`config.mk`:
```
export PLATFORM = sky130hd
export DESIGN_NAME = object_slot_scheduler
export DESIGN_NICKNAME = d
export VERILOG_FILES = /design/src/rtl/object_slot_scheduler_pkg.sv /design/src/rtl/object_slot_scheduler_lowest_set_index.sv /design/src/rtl/object_slot_scheduler.sv
export SDC_FILE = /design/constraint.sdc
export NUM_CORES = 1
export LEC_CHECK = 0
export ABC_AREA = 1
export CAP_MARGIN = 20
export CORE_MARGIN = 2
export CORE_UTILIZATION = 55
export CTS_BUF_LIST = sky130_fd_sc_hd__clkbuf_2
export DETAILED_ROUTE_END_ITERATION = 10
export DONT_BUFFER_PORTS = 1
export PLACE_DENSITY = 0.8
export SYNTH_ARGS = -nofsm -noshare
export SYNTH_HDL_FRONTEND = slang
export SYNTH_HIERARCHICAL = 1
export SYNTH_SLANG_ARGS = --single-unit
```
`constraint.sdc`:
```
create_clock -name clk_calculation -period 3.25 [get_ports clk_calculation]
set_clock_uncertainty 0.15 [all_clocks]
set_input_delay 0.1625 -clock clk_calculation [delete_from_list [all_inputs] [get_ports clk_calculation]]
set_output_delay 0.1625 -clock clk_calculation [all_outputs]
set_load 0.05 [all_outputs]
```
`src/rtl/object_slot_scheduler_pkg.sv`:
```
// Shared types and default constants for the object slot scheduler.
package object_slot_scheduler_pkg;

  // Scheduler FSM: waiting for a spawn, or holding a slot load handshake.
  typedef enum logic [0:0] {
    ST_IDLE = 1'b0,
    ST_LOAD = 1'b1
  } sched_state_e;

  localparam int unsigned DEF_OBJECT_AMOUNT  = 8;
  localparam int unsigned DEF_IDX_W          = 5;
  localparam int unsigned DEF_DROP_WHEN_FULL = 0;
  localparam int unsigned DEF_LOAD_TIMEOUT   = 64;
  localparam int unsigned DROP_CNT_W         = 8;

endpackage

```
`src/rtl/object_slot_scheduler_lowest_set_index.sv`:
```
// Priority encoder: reports whether any bit of vec_i is set and the lowest set index.
// Ports:
//   vec_i    N-bit input vector
//   found_o  1 when any bit of vec_i is set
//   idx_o    lowest set index, zero-extended to IDX_W; 0 when none set
module lowest_set_index
  import object_slot_scheduler_pkg::*;
#(
  parameter int unsigned N     = DEF_OBJECT_AMOUNT,
  parameter int unsigned IDX_W = DEF_IDX_W
) (
  input  logic [N-1:0]     vec_i,
  output logic             found_o,
  output logic [IDX_W-1:0] idx_o
);

  // Scan upward; the first set bit wins.
  always_comb begin
    logic found;
    found = 1'b0;
    idx_o = '0;
    for (int unsigned i = 0; i < N; i++) begin
      if (vec_i[i] && !found) begin
        found = 1'b1;
        idx_o = IDX_W'(i);
      end
    end
    found_o = found;
  end

endmodule

```
`src/rtl/object_slot_scheduler.sv`:
```
// Object slot scheduler: hands free object-controller slots to spawn requests,
// runs the per-slot load handshake with timeout, and merges render hits.
// Ports:
//   clk_calculation, reset      clock, synchronous active-high reset
//   spawn_valid_i/spawn_ready_o spawn handshake from the pattern ROM sequencer
//   spawn_done_o                pulse: descriptor captured by a slot
//   spawn_dropped_o             pulse: spawn discarded (full in drop mode, or timeout)
//   load_timeout_o              pulse: slot did not ack in time
//   slot_load_o/slot_load_ack_i one-hot load level and per-slot ack
//   slot_free_i                 per-slot object destroyed/idle
//   slot_render_i               per-slot renderer hit for the current pixel
//   busy_mask_o, active_count_o, slots_full_o, drop_count_o  status
//   object_signal_o, hit_valid_o, hit_index_o               merged render hit
module object_slot_scheduler
  import object_slot_scheduler_pkg::*;
#(
  parameter int unsigned OBJECT_AMOUNT  = DEF_OBJECT_AMOUNT,
  parameter int unsigned IDX_W          = DEF_IDX_W,
  parameter int unsigned DROP_WHEN_FULL = DEF_DROP_WHEN_FULL,
  parameter int unsigned LOAD_TIMEOUT   = DEF_LOAD_TIMEOUT
) (
  input  logic                     clk_calculation,
  input  logic                     reset,
  input  logic                     spawn_valid_i,
  output logic                     spawn_ready_o,
  output logic                     spawn_done_o,
  output logic                     spawn_dropped_o,
  output logic                     load_timeout_o,
  output logic [OBJECT_AMOUNT-1:0] slot_load_o,
  input  logic [OBJECT_AMOUNT-1:0] slot_load_ack_i,
  input  logic [OBJECT_AMOUNT-1:0] slot_free_i,
  input  logic [OBJECT_AMOUNT-1:0] slot_render_i,
  output logic [OBJECT_AMOUNT-1:0] busy_mask_o,
  output logic [IDX_W:0]           active_count_o,
  output logic                     slots_full_o,
  output logic [DROP_CNT_W-1:0]    drop_count_o,
  output logic                     object_signal_o,
  output logic                     hit_valid_o,
  output logic [IDX_W-1:0]         hit_index_o
);

  localparam int unsigned N     = OBJECT_AMOUNT;
  localparam int unsigned CNT_W = IDX_W + 1;
  localparam int unsigned TMR_W = $clog2(LOAD_TIMEOUT) + 1;
  // Timer value in the last LOAD cycle: the increment would reach LOAD_TIMEOUT-1.
  localparam logic [TMR_W-1:0] TMR_LAST  = TMR_W'(LOAD_TIMEOUT - 2);
  localparam logic [N-1:0]     ONE       = N'(1);
  localparam logic             DROP_MODE = (DROP_WHEN_FULL != 0);

  sched_state_e          state_q, state_d;
  logic [N-1:0]          busy_q, busy_d;
  logic [N-1:0]          load_q, load_d;
  logic [TMR_W-1:0]      timer_q, timer_d;
  logic                  done_q, done_d;
  logic                  dropped_q, dropped_d;
  logic                  tmo_q, tmo_d;
  logic [DROP_CNT_W-1:0] drop_cnt_q, drop_cnt_d;
  logic [CNT_W-1:0]      active_q, active_d;
  logic                  full_q, full_d;

  logic                  alloc_found;
  logic [IDX_W-1:0]      alloc_idx;
  logic                  hit_found;
  logic [IDX_W-1:0]      hit_idx;
  logic                  accept;

  // Lowest free slot for allocation.
  lowest_set_index #(.N(N), .IDX_W(IDX_W)) u_alloc (
    .vec_i   (~busy_q),
    .found_o (alloc_found),
    .idx_o   (alloc_idx)
  );

  // Lowest rendering slot wins the pixel.
  lowest_set_index #(.N(N), .IDX_W(IDX_W)) u_hit (
    .vec_i   (slot_render_i),
    .found_o (hit_found),
    .idx_o   (hit_idx)
  );

  // Ready tracks busy_mask directly so a freed slot is usable the next cycle.
  assign spawn_ready_o = (state_q == ST_IDLE) && (alloc_found || DROP_MODE);
  assign accept        = spawn_valid_i && spawn_ready_o;

  // Next-state and output logic.
  always_comb begin
    logic drop_evt;
    state_d    = state_q;
    // load_q is the one-hot selected slot during LOAD (zero in IDLE), which
    // shields the slot being loaded from a stale free.
    busy_d     = busy_q & ~(slot_free_i & ~load_q);
    load_d     = load_q;
    timer_d    = timer_q;
    done_d     = 1'b0;
    dropped_d  = 1'b0;
    tmo_d      = 1'b0;
    drop_cnt_d = drop_cnt_q;
    full_d     = &busy_q;
    active_d   = '0;
    drop_evt   = 1'b0;
    for (int unsigned i = 0; i < N; i++) begin
      active_d = active_d + CNT_W'(busy_q[i]);
    end

    case (state_q)
      ST_IDLE: begin
        if (accept) begin
          if (alloc_found) begin
            // Allocation is applied after the free so it wins on a collision.
            busy_d  = busy_d | (ONE << alloc_idx);
            load_d  = ONE << alloc_idx;
            timer_d = '0;
            state_d = ST_LOAD;
          end else begin
            drop_evt = 1'b1;
          end
        end
      end
      ST_LOAD: begin
        timer_d = timer_q + TMR_W'(1);
        if (|(slot_load_ack_i & load_q)) begin
          load_d  = '0;
          done_d  = 1'b1;
          state_d = ST_IDLE;
        end else if (timer_q == TMR_LAST) begin
          busy_d   = busy_d & ~load_q;
          load_d   = '0;
          tmo_d    = 1'b1;
          drop_evt = 1'b1;
          state_d  = ST_IDLE;
        end
      end
      default: state_d = ST_IDLE;
    endcase

    if (drop_evt) begin
      dropped_d = 1'b1;
      if (drop_cnt_q != '1) begin
        drop_cnt_d = drop_cnt_q + DROP_CNT_W'(1);
      end
    end
  end

  // State and output registers.
  always_ff @(posedge clk_calculation) begin
    if (reset) begin
      state_q    <= ST_IDLE;
      busy_q     <= '0;
      load_q     <= '0;
      timer_q    <= '0;
      done_q     <= 1'b0;
      dropped_q  <= 1'b0;
      tmo_q      <= 1'b0;
      drop_cnt_q <= '0;
      active_q   <= '0;
      full_q     <= 1'b0;
    end else begin
      state_q    <= state_d;
      busy_q     <= busy_d;
      load_q     <= load_d;
      timer_q    <= timer_d;
      done_q     <= done_d;
      dropped_q  <= dropped_d;
      tmo_q      <= tmo_d;
      drop_cnt_q <= drop_cnt_d;
      active_q   <= active_d;
      full_q     <= full_d;
    end
  end

  assign spawn_done_o    = done_q;
  assign spawn_dropped_o = dropped_q;
  assign load_timeout_o  = tmo_q;
  assign slot_load_o     = load_q;
  assign busy_mask_o     = busy_q;
  assign active_count_o  = active_q;
  assign slots_full_o    = full_q;
  assign drop_count_o    = drop_cnt_q;
  assign object_signal_o = hit_found;
  assign hit_valid_o     = hit_found;
  assign hit_index_o     = hit_idx;

endmodule
```
# Word level (Yosys, flattened, before mapping)
# Index checks and enable logic that the tools add are counted.
[classes] n_addsub=9 n_eq_ne=5 n_shift=1 n_mux=55 n_bitwise=9 n_reduce_logical=36
[op_table] cell="$mux W8" count=8
[op_table] cell="$and A8 B8 Y8" count=4
[op_table] cell="$pmux W8 S2" count=2
[op_table] cell="$mux W1" count=28
[op_table] cell="$mux W3" count=8
[op_table] cell="$not A8 Y8" count=3
[op_table] cell="$logic_and A1 B1 Y1" count=16
[op_table] cell="$logic_not A1 Y1" count=14
[op_table] cell="$mux W7" count=2
[op_table] cell="$pmux W7 S2" count=1
[op_table] cell="$add A6 B1 Y6" count=2
[op_table] cell="$add A8 B1 Y8 const B" count=1
[op_table] cell="$mux W2" count=4
[op_table] cell="$ne A8 B8 Y1 const B" count=1
[op_table] cell="$or A8 B8 Y8" count=1
[op_table] cell="$reduce_and A8 Y1" count=1
[op_table] cell="$reduce_or A8 Y1" count=1
[op_table] cell="$shl A1 B5 Y8 const A" count=1
[op_table] cell="$add A7 B1 Y7 const B" count=1
[op_table] cell="$eq A7 B6 Y1 const B" count=1
[op_table] cell="$add A5 B1 Y6" count=1
[op_table] cell="$add A4 B1 Y5" count=1
[op_table] cell="$add A3 B1 Y4" count=1
[op_table] cell="$ne A2 B2 Y1 const B" count=2
[op_table] cell="other kinds (8)" count=10
[totals] ff_bits=42 in_bits=27 out_inout_bits=42 elab_cells=125

# Depth between registers and ports, before layout
# Gate-level depths: netlist of run 1.
[logic_depth] ltp_word=28 mapped_depth=14 depth_no_buf=14

# Modules after synthesis
# Netlist of run 1, hierarchy kept.
[by_module_without_submodules] module="object_slot_scheduler" instances=1 cells_per_inst=296 area_per_inst_um2=2178.3 seq_area_each_um2=800.8
[by_module_without_submodules] module="lowest_set_index" instances=2 cells_per_inst=25 area_per_inst_um2=127.6 seq_area_each_um2=0.0

# Worst setup path after synthesis of run 1
# No wires, ideal clock.
[synth_timing] kind="reg-to-reg" from="register busy_q[1] (netlist: busy_mask_o[1])" to="register active_q[2] (netlist: active_count_o[2])" setup_ns=0.119 arrival_ns=2.907 required_ns=2.981 path_slack_ns=0.073 stages_incl_launch_ff=11 path_buffers=0 period_less_slack_ns=3.177 path_cell_list="dfxtp_1 -> fa_1 -> inv_1 -> fa_1 -> fa_1 -> inv_1 -> ha_1 -> inv_1 -> fa_1 -> o21ai_0 -> a21oi_1"
[synth_via] elab_chain_cells=7
[synth_rtl] element="start, declared" line="object_slot_scheduler.sv:51" source="logic [N-1:0] busy_q, busy_d;"
[synth_rtl] element="start signal, assigned" line="object_slot_scheduler.sv:159" source="busy_q <= busy_d;"
[synth_rtl] element="$add A1 B1 Y2" line="object_slot_scheduler.sv:102" source="active_d = active_d + CNT_W'(busy_q[i]);"
[synth_rtl] element="$add A2 B1 Y3" line="object_slot_scheduler.sv:102"
[synth_rtl] element="$add A3 B1 Y4" line="object_slot_scheduler.sv:102"
[synth_rtl] element="$add A4 B1 Y5" line="object_slot_scheduler.sv:102"
[synth_rtl] element="$add A5 B1 Y6" line="object_slot_scheduler.sv:102"
[synth_rtl] element="$add A6 B1 Y6 (2 in series)" line="object_slot_scheduler.sv:102"
[synth_rtl] element="end signal, assigned" line="object_slot_scheduler.sv:166" source="active_q <= active_d;"
[synth_rtl] element="end, declared" line="object_slot_scheduler.sv:58" source="logic [CNT_W-1:0] active_q, active_d;"
# Every way passes these cells.
# A chain may end at the register's enable or synchronous reset.

# Worst setup path after layout of run 1
[layout_timing] from="register busy_q[0] (netlist: busy_mask_o[0])" to="register active_q[2] (netlist: active_count_o[2])"
# Same word-level chain as after synthesis.

==> out/summary.txt, run 1 <==
Synth warn -> 6
CTS sink cnt -> 40
Total congestion overflow -> 0
Cell taking the most area after synthesis -> dfxtp_1
Synth top area cells -> dfxtp_1, nand2_1, inv_1, a21oi_1, nand3_1
Period utilisation layout -> 91.3%
Final std cells w/o fill -> 418
Peak Freq -> 337 MHz
Final-report max-slew violation count -> 0
Initial core utilization -> 56.7%
Worst-path fanout max -> 2
GR Util met1 -> 29.8%
IR drop worst, VDD -> 0.000178 V
Commonest non-fill, non-tap cell in the layout -> nand2_1
Worst-case hold slack -> 0.0314 ns
Clock root cell -> clkbuf_2
H-tree depth -> 2
Clk slew on worst S/H paths -> 0.20 ns
Synth top area share -> 32.9%
Clock latency at the later pin of the worst-skew pair -> 0.40 ns
Total setup buffers inserted after CTS -> 0
Drt first pass iters -> 4
First-pass GRT wire length -> 9270 um
Placer Congestion -> 0.890
Hold violation count in the final report -> 0
Fin nets -> 403
Register bit total from synthesis -> 40
Post-DR vias/cell -> 5.28
Worst slew pin tran -> 1.15 ns
Met3 usage -> 7.22%
Fillers -> 412
CTS max path bufs -> 2
WP data required -> 3.43 ns
DRC -> 0
Total number of vias -> 2207
Syn_area_per_cell -> 7.03 um^2
Initial antenna violation count -> 0
Maxcap violations -> 0
Seq/Total Area, Yosys -> 32.9%
Distinct cells, synth -> 37
CP Capture Type -> register
Met2 usage -> 38.2%
Design Area, Final -> 0.00266 mm^2
Storage cell area -> 801 um^2
CP Class -> reg2reg
Syn Inst Count -> 346
HP Class -> in2reg
Routed len/inst -> 13.5 um
Fraction of layout cells with a size suffix above 1 -> 12.8%
Cts bufs inserted -> 5
CP arrival -> 3.14 ns
P_leak -> 1.19 nW
Vias in the first global route -> 2065
WL final -> 5650 um
Setup TNS -> 0 ns
Die width -> 70.5 um
Max-slew headroom -> 22.2%
Core area -> 0.00429 mm^2
Fin crit period -> 2.97 ns
Number of diodes -> 0
Power consumption -> 0.828 mW
Cell area power density -> 311 mW/mm^2
Placed Cells incl. Taps -> 399
Largest net degree at the start of global routing -> 27
Most frequent cells in the layout -> nand2_1, inv_1, dfxtp_1
Final HPWL DP -> 4150 um
Post-Place Cell Area -> 0.00251 mm^2
PostCTS Resize Cnt -> 0
Synthesized area -> 0.00243 mm^2
Status -> complete, no violations
Busiest grt layer -> met2
Antenna-violating nets left -> 0
Die area -> 0.00497 mm^2
Die Ht -> 70.5 um
First DRT Iteration DRCs -> 113
CTS tree -> yes
Rows -> 24
Multi-input combinational cell area -> 0.00133 mm^2
Gr usage total -> 23.7%
Setup violators final -> 0
Syn-to-layout area delta -> 9.20%
IO Port Bufs -> 0
# IOs -> 69
Startpoint types -> register
RSZ-0062 raised after global routing -> no
# hold bufs at CTS -> 11
-- per-stage QoR --
step                      util, %  worst slack, ns
after floorplan                 -           0.0733
after global placement       58.4            0.379
after detailed placement     58.4            0.310
after CTS                    61.9            0.281
after global routing         61.9           0.0650
final                        61.9            0.283
-- cell type report --
cell class | instances | area share, %
Tap cell | 52 | 2.45
Clock buffer | 7 | 1.32
Clock inverter | 1 | 0.141
Sequential cell | 40 | 30.1
Multi-Input combinational cell | 235 | 50.0
Inverter | 61 | 8.66
Timing Repair Buffer | 22 | 7.25
-- report_power, final --
group	internal [mW]	switching, mW
combinational	0.0258	0.0755
clock	0.0576	0.165
sequential	0.496	0.00797
total	0.579	0.249
-- critical path, cell delays in order, from the launching register on --
cell,delay [ns]
dfxtp_1,0.37
fa_1,0.53
inv_1,0.05
fa_1,0.49
fa_1,0.40
inv_1,0.07
ha_1,0.17
inv_1,0.06
fa_1,0.37
o21ai_0,0.17
a21oi_1,0.06
-- cell usage after synthesis (all sizes together) --
cell type,number
inv,59
nor4,3
buf,9
clkinv,2
dfxtp,40
o21ai,17
nand3b,1
nand3,21
a41oi,2
xor2,2
a22oi,1
xnor2,1
fa,4
nor2,37
or2,1
nor3,4
nand2,76
ha,7
a31o,1
nand4,15
conb,3
a21oi,36
clkbuf,4
-- path summary, 6_finish.rpt --
kind                           start                 to  slack [ns]  depth (start not counted)
setup reg to reg      busy_mask_o[0]  active_count_o[2]        0.28                         10
hold reg to reg           timer_q[6]         timer_q[6]        0.37                          2
setup / recovery      busy_mask_o[0]  active_count_o[2]        0.28                         10
hold / removal    slot_load_ack_i[7]            state_q        0.03                          5
-- state kept, by name (all words and copies together), names as in the netlist --
name             cells
active_count_o       4
busy_mask_o          8
drop_count_o         8
load_timeout_o       1
slot_load_o          8
slots_full_o         1
spawn_done_o         1
spawn_dropped_o      1
state_q              1
timer_q              7
-- cell families after synthesis --
family | synth area share (%)
AOI/OAI and AO/OA | 12.3
xor gates and xnor gates | 1.08
adders and majority gates | 6.89
buffers and inverters | 12.9
DFF | 32.9
other | 0.463
and+or+nand+nor | 33.5
-- per-layer routing --
metal	up-vias	wire [um]	share of wire [%]
li1	1133	-	-
met2	91	2700	48
met3	7	541	9.6
met4	0	89	1.6
met1	976	2320	41
met5	-	0	0
Note: power is estimated with default switching activity, not from simulation.
==> run 2: changes to the inputs <==
--- a/config.mk
+++ b/config.mk
@@ -6,13 +6,13 @@
 export NUM_CORES = 1
 export LEC_CHECK = 0
 export ABC_AREA = 1
-export CAP_MARGIN = 20
+export CAP_MARGIN = 10
 export CORE_MARGIN = 2
-export CORE_UTILIZATION = 55
+export CORE_UTILIZATION = 45
 export CTS_BUF_LIST = sky130_fd_sc_hd__clkbuf_2
 export DETAILED_ROUTE_END_ITERATION = 10
 export DONT_BUFFER_PORTS = 1
-export PLACE_DENSITY = 0.8
+export PLACE_DENSITY = 0.7
 export SYNTH_ARGS = -nofsm -noshare
 export SYNTH_HDL_FRONTEND = slang
 export SYNTH_HIERARCHICAL = 1
==> constraint.sdc (replaced) <==
create_clock -name clk_calculation -period 3.8 [get_ports clk_calculation]
set_clock_uncertainty 0.15 [all_clocks]
set_input_delay 0.19 -clock clk_calculation [delete_from_list [all_inputs] [get_ports clk_calculation]]
set_output_delay 0.19 -clock clk_calculation [all_outputs]
set_load 0.05 [all_outputs]
==> run 2 against run 1 <==
Compared with the run above: non-clock buffer count decreased by 5; count of clock-buffer cells in the layout decreased by 2; sequential power decreased by 14%; worst hold slack got worse by 0.0021 ns; cell area decreased by 1.2%; via count increased by 0.27%; critical path depth decreased by 1; routed wire length increased by 0.80%; total power decreased by 18%; cell count increased by 2.4%; maximum frequency decreased by 0.44%; setup slack improved by 0.54 ns; largest power group unchanged.
==> out/summary.txt, run 2 (synthesized netlist as in run 1, its figures left out) <==
Status -> complete, no violations
Setup WS pre-CTS -> 0.823 ns
Routed len/inst -> 13.3 um
H-tree depth -> 2
Commonest non-fill, non-tap cell in the layout -> nand2_1
Routed metal-1 wire length -> 2570 um
Clock latency at the later pin of the worst-skew pair -> 0.39 ns
Clock root cell -> clkbuf_2
IO Port Bufs -> 0
Met3 WL post-DR -> 519 um
WL met2 -> 2530 um
Core area -> 0.00517 mm^2
First-pass GRT wire length -> 9580 um
Most frequent cells in the layout -> nand2_1, inv_1, dfxtp_1
Setup violators final -> 0
Die area -> 0.00601 mm^2
Design Area, Final -> 0.00263 mm^2
First DRT Iteration DRCs -> 126
Worst setup path startpoint -> busy_mask_o[6]
Drt first pass iters -> 4
WL final -> 5700 um
PostCTS Resize Cnt -> 0
Highest routed layer -> met4
# hold bufs at CTS -> 10
Worst slew pin tran -> 1.15 ns
Total number of vias -> 2213
Startpoint types -> register
Syn-to-layout area delta -> 7.92%
RSZ-0062 raised after global routing -> no
Gr usage total -> 20.0%
Initial antenna violation count -> 0
Number of diodes -> 0
Die Ht -> 77.5 um
Final std cells w/o fill -> 428
Peak Freq -> 336 MHz
Hold violation count in the final report -> 0
Power consumption -> 0.680 mW
Fraction of layout cells with a size suffix above 1 -> 11.5%
Rows -> 26
Largest net degree at the start of global routing -> 26
Layout Utilization -> 50.8%
IR drop worst, VDD -> 0.000134 V
Post-DR vias/cell -> 5.17
CP arrival -> 3.15 ns
Vias in the first global route -> 2126
Initial core utilization -> 47.0%
HP Class -> in2reg
CTS sink cnt -> 40
Placer Congestion -> 0.881
Fin crit period -> 2.98 ns
Worst-path fanout max -> 4
Total setup buffers inserted after CTS -> 0
Fin nets -> 398
Fillers -> 497
R2r startpoint -> busy_mask_o[6]
CTS tree -> yes
Clk slew on worst S/H paths -> 0.19 ns
Setup TNS -> 0 ns
Worst-case hold slack -> 0.0292 ns
WP data required -> 3.97 ns
Cts bufs inserted -> 5
CP Class -> reg2reg
Final-report max-slew violation count -> 0
Period utilisation layout -> 78.4%
CTS max path bufs -> 2
CP Capture Type -> register
Total congestion overflow -> 0
Placed Cells incl. Taps -> 413
Max-slew headroom -> 22.3%
Final HPWL DP -> 4340 um
Hold_sp -> reset
Cell area power density -> 259 mW/mm^2
# IOs -> 69
Post-Place Cell Area -> 0.00250 mm^2
Min setup slack post-route -> 0.819 ns
Antenna-violating nets left -> 0
DRC -> 0
P_leak -> 1.15 nW
Die width -> 77.5 um
Maxcap violations -> 0
## run 2: cell types whose count changed in the layout (fill, tap and decap cells not counted), sizes merged
cell	change
dlygate4sd3	-1
clkbuf	-2
buf	-4
clkinv	-1
## run 2: path summary, 6_finish.rpt
check | end | slack [ns] | cells past startpoint
worst min register to register | timer_q[5] | 0.37 | 2
worst max register to register | active_count_o[2] | 0.82 | 9
worst max-delay path | active_count_o[2] | 0.82 | 9
worst min-delay path | busy_mask_o[0] | 0.03 | 3
## run 2: power by group
part | total, mW | internal (mW) | switching, mW
logic | 0.0856 | 0.0219 | 0.0637
clock network | 0.164 | 0.0352 | 0.129
registers | 0.431 | 0.424 | 0.00686
## run 2: worst max-delay path, cell delays in order (launching register included)
cell and delay, ns:
dfxtp_1 0.70, inv_1 0.20, fa_1 0.57, fa_1 0.41
inv_1 0.06, ha_1 0.16, inv_1 0.05, fa_1 0.39
o21ai_0 0.17, a21oi_1 0.06
## run 2: final cells by class
cell class	instances	area [um^2]	share of cell area [%]
Multi-Input combinational cell	235	1330	50.6
Clock buffer	5	25.0	0.953
Inverter	61	230	8.77
Sequential cell	40	801	30.5
Timing Repair Buffer	17	153	5.81
Tap cell	70	87.6	3.33
## run 2: per-layer routing
layer,vias to the layer above,global-route usage (%)
met2,91,32.7
met3,9,6.28
met4,0,6.43
li1,1127,-
met5,-,0
met1,986,25.1
